$ cat config.mk
export PLATFORM = sky130hd
export DESIGN_NAME = counter_event_demux_tx
export DESIGN_NICKNAME = d
export VERILOG_FILES = /design/src/rtl/counter_event_demux_tx.sv
export SDC_FILE = /design/constraint.sdc
export NUM_CORES = 1
export LEC_CHECK = 0
export BUFFER_PORTS_ARGS = -buffer_cell sky130_fd_sc_hd__buf_2
export CAP_MARGIN = 30
export CORE_UTILIZATION = 44
export DETAILED_ROUTE_END_ITERATION = 6
export PLACE_DENSITY = 0.76
export RECOVER_POWER = 100
export SYNTH_ARGS = -nofsm -noshare
export SYNTH_HDL_FRONTEND = slang
export SYNTH_SLANG_ARGS = --single-unit
$ cat constraint.sdc
create_clock -name i_clk -period 3.4 [get_ports i_clk]
set_input_delay 0.68 -clock i_clk [delete_from_list [all_inputs] [get_ports i_clk]]
set_output_delay 0.68 -clock i_clk [all_outputs]
set_load 0.01 [all_outputs]
$ cat src/rtl/counter_event_demux_tx.sv
`default_nettype none
// ============================================================================
// Module      : counter_event_demux_tx
// Description : COUNTER_NUM independent event channels. Each channel counts
//               incoming single-cycle events and drains them one at a time
//               as 4-phase request/acknowledge handshakes. Each transfer is
//               routed to lane a or lane b. The route is chosen by the
//               i_demux_sel value sampled when the transfer launches.
//               Events that arrive while the pending counter is full are
//               dropped and flagged in a sticky overflow bit.
// Ports       : i_clk       - sole clock (rising edge)
//               i_rst       - synchronous active-high reset
//               i_evt       - per-channel single-cycle event pulse
//               i_demux_sel - per-channel route select (0 = lane a, 1 = lane b)
//               i_ack_a     - lane-a acknowledge (synchronous to i_clk)
//               i_ack_b     - lane-b acknowledge (synchronous to i_clk)
//               i_ovf_clr   - clears every o_ovf bit
//               o_req_a     - lane-a 4-phase request (registered)
//               o_req_b     - lane-b 4-phase request (registered)
//               o_busy      - channel not idle or events pending (registered)
//               o_ovf       - sticky per-channel event-dropped flag
// Revision    : 1.0 - initial release
// ============================================================================
module counter_event_demux_tx #(
    parameter int COUNTER_NUM = 4,
    parameter int PEND_W      = 3
) (
    input  logic                   i_clk,
    input  logic                   i_rst,
    input  logic [COUNTER_NUM-1:0] i_evt,
    input  logic [COUNTER_NUM-1:0] i_demux_sel,
    input  logic [COUNTER_NUM-1:0] i_ack_a,
    input  logic [COUNTER_NUM-1:0] i_ack_b,
    input  logic                   i_ovf_clr,
    output logic [COUNTER_NUM-1:0] o_req_a,
    output logic [COUNTER_NUM-1:0] o_req_b,
    output logic [COUNTER_NUM-1:0] o_busy,
    output logic [COUNTER_NUM-1:0] o_ovf
);

    typedef enum logic [1:0] {
        ST_IDLE = 2'd0,
        ST_REQ  = 2'd1,
        ST_REL  = 2'd2
    } state_t;

    localparam logic [PEND_W-1:0] C_PEND_MAX = {PEND_W{1'b1}};
    localparam logic [PEND_W-1:0] C_PEND_ONE = PEND_W'(1);

    generate
        for (genvar g = 0; g < COUNTER_NUM; g++) begin : g_ch
            state_t            r_state_q;
            state_t            w_state_d;
            logic [PEND_W-1:0] r_pend_q;
            logic [PEND_W-1:0] w_pend_d;
            logic              r_sel_q;
            logic              w_sel_d;
            logic              w_launch;
            logic              w_drop;
            logic              w_ack_sel;
            logic              r_req_a_q;
            logic              r_req_b_q;
            logic              r_busy_q;
            logic              r_ovf_q;

            // Next-state and pending-counter logic
            always_comb begin
                w_state_d = r_state_q;
                w_sel_d   = r_sel_q;
                w_pend_d  = r_pend_q;
                w_launch  = 1'b0;
                w_drop    = 1'b0;
                // Only the lane latched at launch is listened to; the
                // other lane's acknowledge has no effect in any state.
                w_ack_sel = r_sel_q ? i_ack_b[g] : i_ack_a[g];

                case (r_state_q)
                    ST_IDLE: begin
                        // A fresh event launches in its own cycle, so it
                        // never passes through the pending counter.
                        if ((r_pend_q != '0) || i_evt[g]) begin
                            w_launch  = 1'b1;
                            w_sel_d   = i_demux_sel[g];
                            w_state_d = ST_REQ;
                        end
                    end
                    ST_REQ: begin
                        if (w_ack_sel) begin
                            w_state_d = ST_REL;
                        end
                    end
                    ST_REL: begin
                        // Always return through IDLE so the request stays
                        // low for at least one cycle between transfers.
                        if (!w_ack_sel) begin
                            w_state_d = ST_IDLE;
                        end
                    end
                    default: begin
                        w_state_d = ST_IDLE;
                    end
                endcase

                // pend_next = pend + evt - launch, saturating at the maximum
                if (i_evt[g] && !w_launch) begin
                    if (r_pend_q == C_PEND_MAX) begin
                        w_drop = 1'b1;
                    end else begin
                        w_pend_d = r_pend_q + C_PEND_ONE;
                    end
                end else if (!i_evt[g] && w_launch) begin
                    w_pend_d = r_pend_q - C_PEND_ONE;
                end
            end

            // State register. The outputs are registered from next-state
            // values so they line up with the state they describe.
            always_ff @(posedge i_clk) begin
                if (i_rst) begin
                    r_state_q <= ST_IDLE;
                    r_pend_q  <= '0;
                    r_sel_q   <= 1'b0;
                    r_req_a_q <= 1'b0;
                    r_req_b_q <= 1'b0;
                    r_busy_q  <= 1'b0;
                    r_ovf_q   <= 1'b0;
                end else begin
                    r_state_q <= w_state_d;
                    r_pend_q  <= w_pend_d;
                    r_sel_q   <= w_sel_d;
                    r_req_a_q <= (w_state_d == ST_REQ) && !w_sel_d;
                    r_req_b_q <= (w_state_d == ST_REQ) && w_sel_d;
                    r_busy_q  <= (w_state_d != ST_IDLE) || (w_pend_d != '0);
                    // A drop in the same cycle as a clear leaves the bit set.
                    r_ovf_q   <= (r_ovf_q && !i_ovf_clr) || w_drop;
                end
            end

            assign o_req_a[g] = r_req_a_q;
            assign o_req_b[g] = r_req_b_q;
            assign o_busy[g]  = r_busy_q;
            assign o_ovf[g]   = r_ovf_q;
        end
    endgenerate

endmodule
`default_nettype wire
==> results.sh, run 1 <==
export IMPL_holdWs_ns=0.469
export IMPL_finalClockSkew_ns=0.00538
export IMPL_min_path_type="reg -> reg"
export IMPL_grt_max_degree=34
export IMPL_die_y_um=71.3
export IMPL_setup_tns_ns=0
export IMPL_post_route_period_util=0.629
export IMPL_yosys_warnings=0
export IMPL_chipWidth_um=71.3
export IMPL_synth_cell_types=42
export IMPL_ys_ff_latch=40
export IMPL_crit_path_start_kind="primary input"
export IMPL_die_area_sq_um=5080
export IMPL_relSlewSlack=0.0417
export IMPL_synth_cells=239
export IMPL_fmax_mhz=468
export IMPL_clk_latency_ns=0.29
export IMPL_antenna_found_initial=0
export IMPL_yosysTopAreaCellShare=0.379
export IMPL_viasPerCell=5.48
export IMPL_stdcell_area_sq_um=2260
export IMPL_drtAntennaViolNets=0
export IMPL_critPathSlowestCell="clkbuf_1"
export IMPL_antenna_cells=0
export IMPL_cts_reportedPaths_clkPinSlew_ns=0.07
export IMPL_p_per_area_nw_per_um2=831
export IMPL_ctsHoldBuffers=0
export IMPL_synthXorXnorAreaFrac=0.0249
export IMPL_dpl_hpwl_um=2790
export IMPL_drt_initial_drc_count=43
export IMPL_rsz0062_at_grt="false"
export IMPL_path_max_fanout=33
export IMPL_setup_viol=0
export IMPL_status="finished, violations left"
export IMPL_cap_violations=0
export IMPL_routedWlPerCell_um=12.3
export IMPL_num_rows=24
export IMPL_synth_adder_area_share=0.0711
export IMPL_crit_chain="clkbuf_1, nor3_1, or3_1"
export IMPL_cts_resized=0
export IMPL_violations="design-rule violations"
export IMPL_finish_net_count=289
export IMPL_slowest_delay_ns=1.02
export IMPL_initial_core_util=0.472
export IMPL_gp_congestion=0.881
export IMPL_htree_levels=2
export IMPL_grt_first_pass_wirelength_um=6410
export IMPL_cts_tree="yes"
export IMPL_critPathRequiredTime_ns=3.58
export IMPL_clock_sinks=40
export IMPL_grt_pass1_vias=1492
export IMPL_synthesis_area_sq_um=2110
export IMPL_muxShareOfSynthArea=0.0379
export IMPL_area_delta_synth_final_pct=7.17
export IMPL_wl_um=3800
export IMPL_cts_buffers=5
export IMPL_p_leak_nw=0.908
export IMPL_grt_usage=0.161
export IMPL_ios=35
export IMPL_yosysTopAreaCell="dfxtp_1"
export IMPL_first_pass_iters=6
export IMPL_dr_total_vias=1700
export IMPL_cts_setup_buffers=0
export IMPL_syn_num_nets=270
export IMPL_crit_path_end_kind="flop"
export IMPL_irDropWorstVdd_mv=0.339
export IMPL_yosys_top_cells_area="dfxtp_1, ha_1, buf_4"
export IMPL_ys_seq_area_frac=0.379
export IMPL_period_needed_ns=2.14
export IMPL_hold_viol=0
export IMPL_grt_ovfl_total=0
export IMPL_crit_arrival_ns=2.32
export IMPL_synth_top_family_by_area="simple AND/OR/NAND/NOR gates"
export IMPL_clk_path_buf_depth=2
export IMPL_drc=3
export IMPL_slew_violations=0
export IMPL_drive_gt1_frac=0.136
export IMPL_tightest_slew_ns=1.44
export IMPL_core_area_sq_um=4470
export IMPL_worstSetupPathType="in -> reg"
export IMPL_syn_avg_cell_area_sq_um=8.84
export IMPL_root_buffer="clkbuf_8"
export IMPL_finalPower_mw=1.88
export IMPL_portBuffers=34
export IMPL_synth_compound_area_frac=0.162
export IMPL_dpl_cell_area_sq_um=2200
export IMPL_synth_simple_area_share=0.232
## critical path, delay by kind of cell
family,cells,cell delay [ns]
buffers and inverters,1,1.02
and+or+nand+nor,2,0.61
## cell families (layout without fill, tap and decap cells)
logic type	after synthesis	after routing
AND/OR/NAND/NOR	87	87
AO/OA/AOI/OAI	50	50
flip-flops	40	40
buffers and inverters	36	55
adder cells (fa/ha/maj)	12	12
multiplexers	8	8
XOR/XNOR	6	6
## cell usage after synthesis (all sizes together)
cell	instances
dfxtp	40
buf	18
nor2	18
nor3	16
a21oi	14
inv	14
ha	12
nor2b	10
nand2b	9
mux2i	8
a31oi	6
or2	6
xnor2	6
a21o	5
and2	5
nand2	5
nand3	5
nor4	5
o21ai	5
clkbuf	4
a211oi	3
a221oi	3
o21a	3
or3	3
a311oi	2
o22ai	2
o31ai	2
or3b	2
a2111oi	1
nand4	1
nand4b	1
nor3b	1
o211a	1
o211ai	1
o2bb2ai	1
o31a	1
## area by class of cell
type                            count  area, sq um
Fill cell                         446         2210
Clock buffer                        5         68.8
Multi-Input combinational cell    163         1110
Tap cell                           52         65.1
Timing Repair Buffer               34          149
Sequential cell                    40          801
Inverter                           14         52.6
Clock inverter                      2         12.5
## final timing paths
kind	from	end	slack, ns	cells past startpoint
setup / recovery	i_rst	g_ch[2].r_busy_q$_SDFF_PP0_	1.26	3
setup reg to reg	g_ch[0].r_pend_q[1]$_SDFF_PP0_	g_ch[0].r_busy_q$_SDFF_PP0_	1.45	7
hold reg to reg	g_ch[0].r_ovf_q$_SDFF_PP0_	g_ch[0].r_ovf_q$_SDFF_PP0_	0.47	2
hold / removal	g_ch[0].r_ovf_q$_SDFF_PP0_	g_ch[0].r_ovf_q$_SDFF_PP0_	0.47	2
## placed cells by master, fill, tap and decap left out, drive strengths merged, types with 5 or more instances in the layout
cell type  netlist  layout
nand3            5       5
a21oi           14      14
nor2b           10      10
inv             14      14
dfxtp           40      40
a31oi            6       6
a21o             5       5
nand2            5       5
nor4             5       5
clkbuf           4      22
mux2i            8       8
nor3            16      16
nand2b           9       9
ha              12      12
buf             18      17
or2              6       6
o21ai            5       5
nor2            18      18
xnor2            6       6
and2             5       5
## sequential cells by signal, indices dropped and copies added, names as in the netlist
name	count
g_ch.r_req_b_q	4
g_ch.r_sel_q	4
g_ch.r_pend_q	12
g_ch.r_ovf_q	4
g_ch.r_state_q	8
g_ch.r_req_a_q	4
g_ch.r_busy_q	4
## routing by layer
layer	GRT usage	routed length, um
met4	0.0556	41
met2	0.252	1760
met3	0.0549	215
met5	0	0
met1	0.209	1780
## power breakdown
part | switching (mW) | internal [mW] | total, mW | leakage (nW)
combinational | 0.447 | 0.395 | 0.842 | 0.538
sequential | 0.126 | 0.612 | 0.738 | 0.330
clock | 0.162 | 0.139 | 0.301 | 0.0400
total | 0.735 | 1.15 | 1.88 | 0.908
## stage by stage
step | std cells | setup slack (ns) | util
final | 310 | 1.26 | 0.506
after global routing | 310 | 1.05 | 0.506
after CTS | 310 | 1.51 | 0.511
after detailed placement | 303 | 1.26 | 0.492
after global placement | 303 | 1.44 | 0.492
after floorplan | 239 | 1.52 | -
No activity file was read; power rests on OpenSTA's default activity.
==> inputs of run 2 (changes only) <==
PLACE_DENSITY = 0.78   (was 0.76)
clock period = 1.8 ns   (was 3.4 ns; I/O delays follow)
==> run 2 against run 1 <==
  * The run still ends with design-rule violations left
  * Register-to-register slack worse by 1.4 ns
  * Largest power group unchanged
  * Final cell count increased by 3.2%
  * Die area unchanged
  * Largest cell class unchanged
  * Global-route usage grew 0.34 points
  * Total power increased by 100%
  * Clock power rose by 100%
  * Highest routed layer unchanged
==> results.sh, run 2 (synthesis gave the netlist of run 1 again) <==
export IMPL_status="finished, violations left"
export IMPL_violations="design-rule violations"
export IMPL_antenna_cells=0
export IMPL_clk_latency_ns=0.29
export IMPL_reg_largest_list="g_ch.r_pend_q: 12 flops, g_ch.r_state_q: 8 flops"
export IMPL_drtAntennaViolNets=0
export IMPL_num_rows=24
export IMPL_top_register="g_ch.r_pend_q"
export IMPL_first_pass_iters=6
export IMPL_grt_first_pass_wirelength_um=6440
export IMPL_critPathSlowestCell="nor4_1"
export IMPL_crit_arrival_ns=2.00
export IMPL_grt_ovfl_total=0
export IMPL_routedWlPerCell_um=12.7
export IMPL_min_path_type="in -> reg"
export IMPL_layout_commonest_cell="dfxtp_1"
export IMPL_period_needed_ns=1.76
export IMPL_dp_worst_setup_slack_ns=-0.00210
export IMPL_layout_cells_non_filler=320
export IMPL_cap_violations=0
export IMPL_path_max_fanout=2
export IMPL_gp_congestion=0.846
export IMPL_finish_net_count=298
export IMPL_portBuffers=34
export IMPL_post_route_period_util=0.976
export IMPL_viasPerCell=5.36
export IMPL_mostFrequentLayoutCells="dfxtp_1, buf_2, nor2_1, a21oi_1, nor3_1"
export IMPL_worst_slack_ns=0.0423
export IMPL_core_area_sq_um=4470
export IMPL_cts_reportedPaths_clkPinSlew_ns=0.07
export IMPL_dpl_hpwl_um=3040
export IMPL_rsz0062_at_grt="true"
export IMPL_initial_core_util=0.472
export IMPL_p_per_area_nw_per_um2=1590
export IMPL_dr_total_vias=1714
export IMPL_fmax_mhz=569
export IMPL_clk_path_buf_depth=2
export IMPL_grt_usage=0.165
export IMPL_crit_chain="inv_2, ha_4, or3b_4, nor4_1, a221oi_4, a31oi_1, or3_1"
export IMPL_p_leak_nw=1.03
export IMPL_drt_initial_drc_count=66
export IMPL_largest_reg_flops=12
export IMPL_htree_levels=2
export IMPL_dp_cells=311
export IMPL_drive_gt1_frac=0.257
export IMPL_cts_buffers=5
export IMPL_crit_path_start_kind="flop"
export IMPL_die_y_um=71.3
export IMPL_clock_sinks=40
export IMPL_worstSetupPathType="reg -> reg"
export IMPL_chipWidth_um=71.3
export IMPL_crit_path_end_kind="flop"
export IMPL_setup_viol=0
export IMPL_slowest_delay_ns=0.43
export IMPL_wl_um=4070
export IMPL_irDropWorstVdd_mv=0.763
export IMPL_cts_tree="yes"
export IMPL_area_delta_synth_final_pct=14.2
export IMPL_ios=35
export IMPL_tightest_slew_ns=0.542
export IMPL_grt_max_degree=21
export IMPL_die_area_sq_um=5080
export IMPL_drc=2
export IMPL_antenna_found_initial=0
export IMPL_relSlewSlack=0.635
export IMPL_finalClockSkew_ns=0.00535
export IMPL_grt_pass1_vias=1559
export IMPL_root_buffer="clkbuf_8"
export IMPL_finalPower_mw=3.82
export IMPL_fillers=441
export IMPL_slew_violations=0
export IMPL_hold_viol=0
export IMPL_critPathRequiredTime_ns=2.04
-- run 2: cell types whose count changed in the layout (fill, tap and decap cells not counted), sizes merged --
cell / delta
buf: +26
clkinv: -1
clkinvlp: -1
clkbuf: -14
-- run 2: worst paths after layout --
check / from / slack [ns] / to / cells after the start
worst max-delay path: g_ch[3].r_pend_q[0]$_SDFF_PP0_ / 0.04 / g_ch[3].r_busy_q$_SDFF_PP0_ / 7
worst min-delay path: i_demux_sel[3] / 0.36 / g_ch[3].r_sel_q$_SDFF_PP0_ / 3
worst max register to register: g_ch[3].r_pend_q[0]$_SDFF_PP0_ / 0.04 / g_ch[3].r_busy_q$_SDFF_PP0_ / 7
worst min register to register: g_ch[3].r_ovf_q$_SDFF_PP0_ / 0.48 / g_ch[3].r_ovf_q$_SDFF_PP0_ / 2
-- run 2: per-stage QoR --
step	instance area, sq um	hold slack, ns	util	TNS [ns]
after global routing	2410	0.355	0.539	-0.0341
after global placement	2260	0.459	0.506	0
final	2410	0.360	0.539	0
after CTS	2350	0.347	0.526	0
after floorplan	2110	0.439	-	0
after detailed placement	2260	0.468	0.506	-0.00210
-- run 2: layer usage --
metal,wire length (um),vias to the layer above,global-route usage
met1,1930,796,0.199
li1,-,881,-
met5,0,-,0
met3,132,6,0.0464
met2,1960,31,0.269
met4,53,0,0.0844
-- run 2: repair_timing --
action / 4_1_cts / 5_1_grt
resized for setup: 0 / 13
pin swaps: 1 / 8
setup buffers: 0 / 1
setup endpoints to repair: 1 / 3
hold buffers: 0 / 0
-- run 2: worst max-delay path, delay by kind of cell, from the launching register on --
| family | cells | cell delay (ns) |
|---|---|---|
| buffers and inverters | 1 | 0.07 |
| DFF | 1 | 0.33 |
| AOI/OAI and AO/OA | 2 | 0.26 |
| and+or+nand+nor | 3 | 0.94 |
| adders and majority gates | 1 | 0.11 |
-- run 2: where the power goes --
group | leakage (nW) | switching [mW] | internal [mW] | total, mW
clock | 0.0455 | 0.291 | 0.312 | 0.603
sequential | 0.331 | 0.218 | 1.16 | 1.38
combinational | 0.656 | 0.949 | 0.892 | 1.84
total | 1.03 | 1.46 | 2.36 | 3.82
-- run 2: layout make-up --
cell class / instances / area, sq um / share of cell area
tap: 52 / 65.1 / 0.0270
multi-input combinational: 163 / 1160 / 0.482
inverter: 14 / 52.6 / 0.0218
timing repair buffer: 43 / 238 / 0.0986
sequential: 40 / 805 / 0.334
clock buffer: 8 / 90.1 / 0.0374
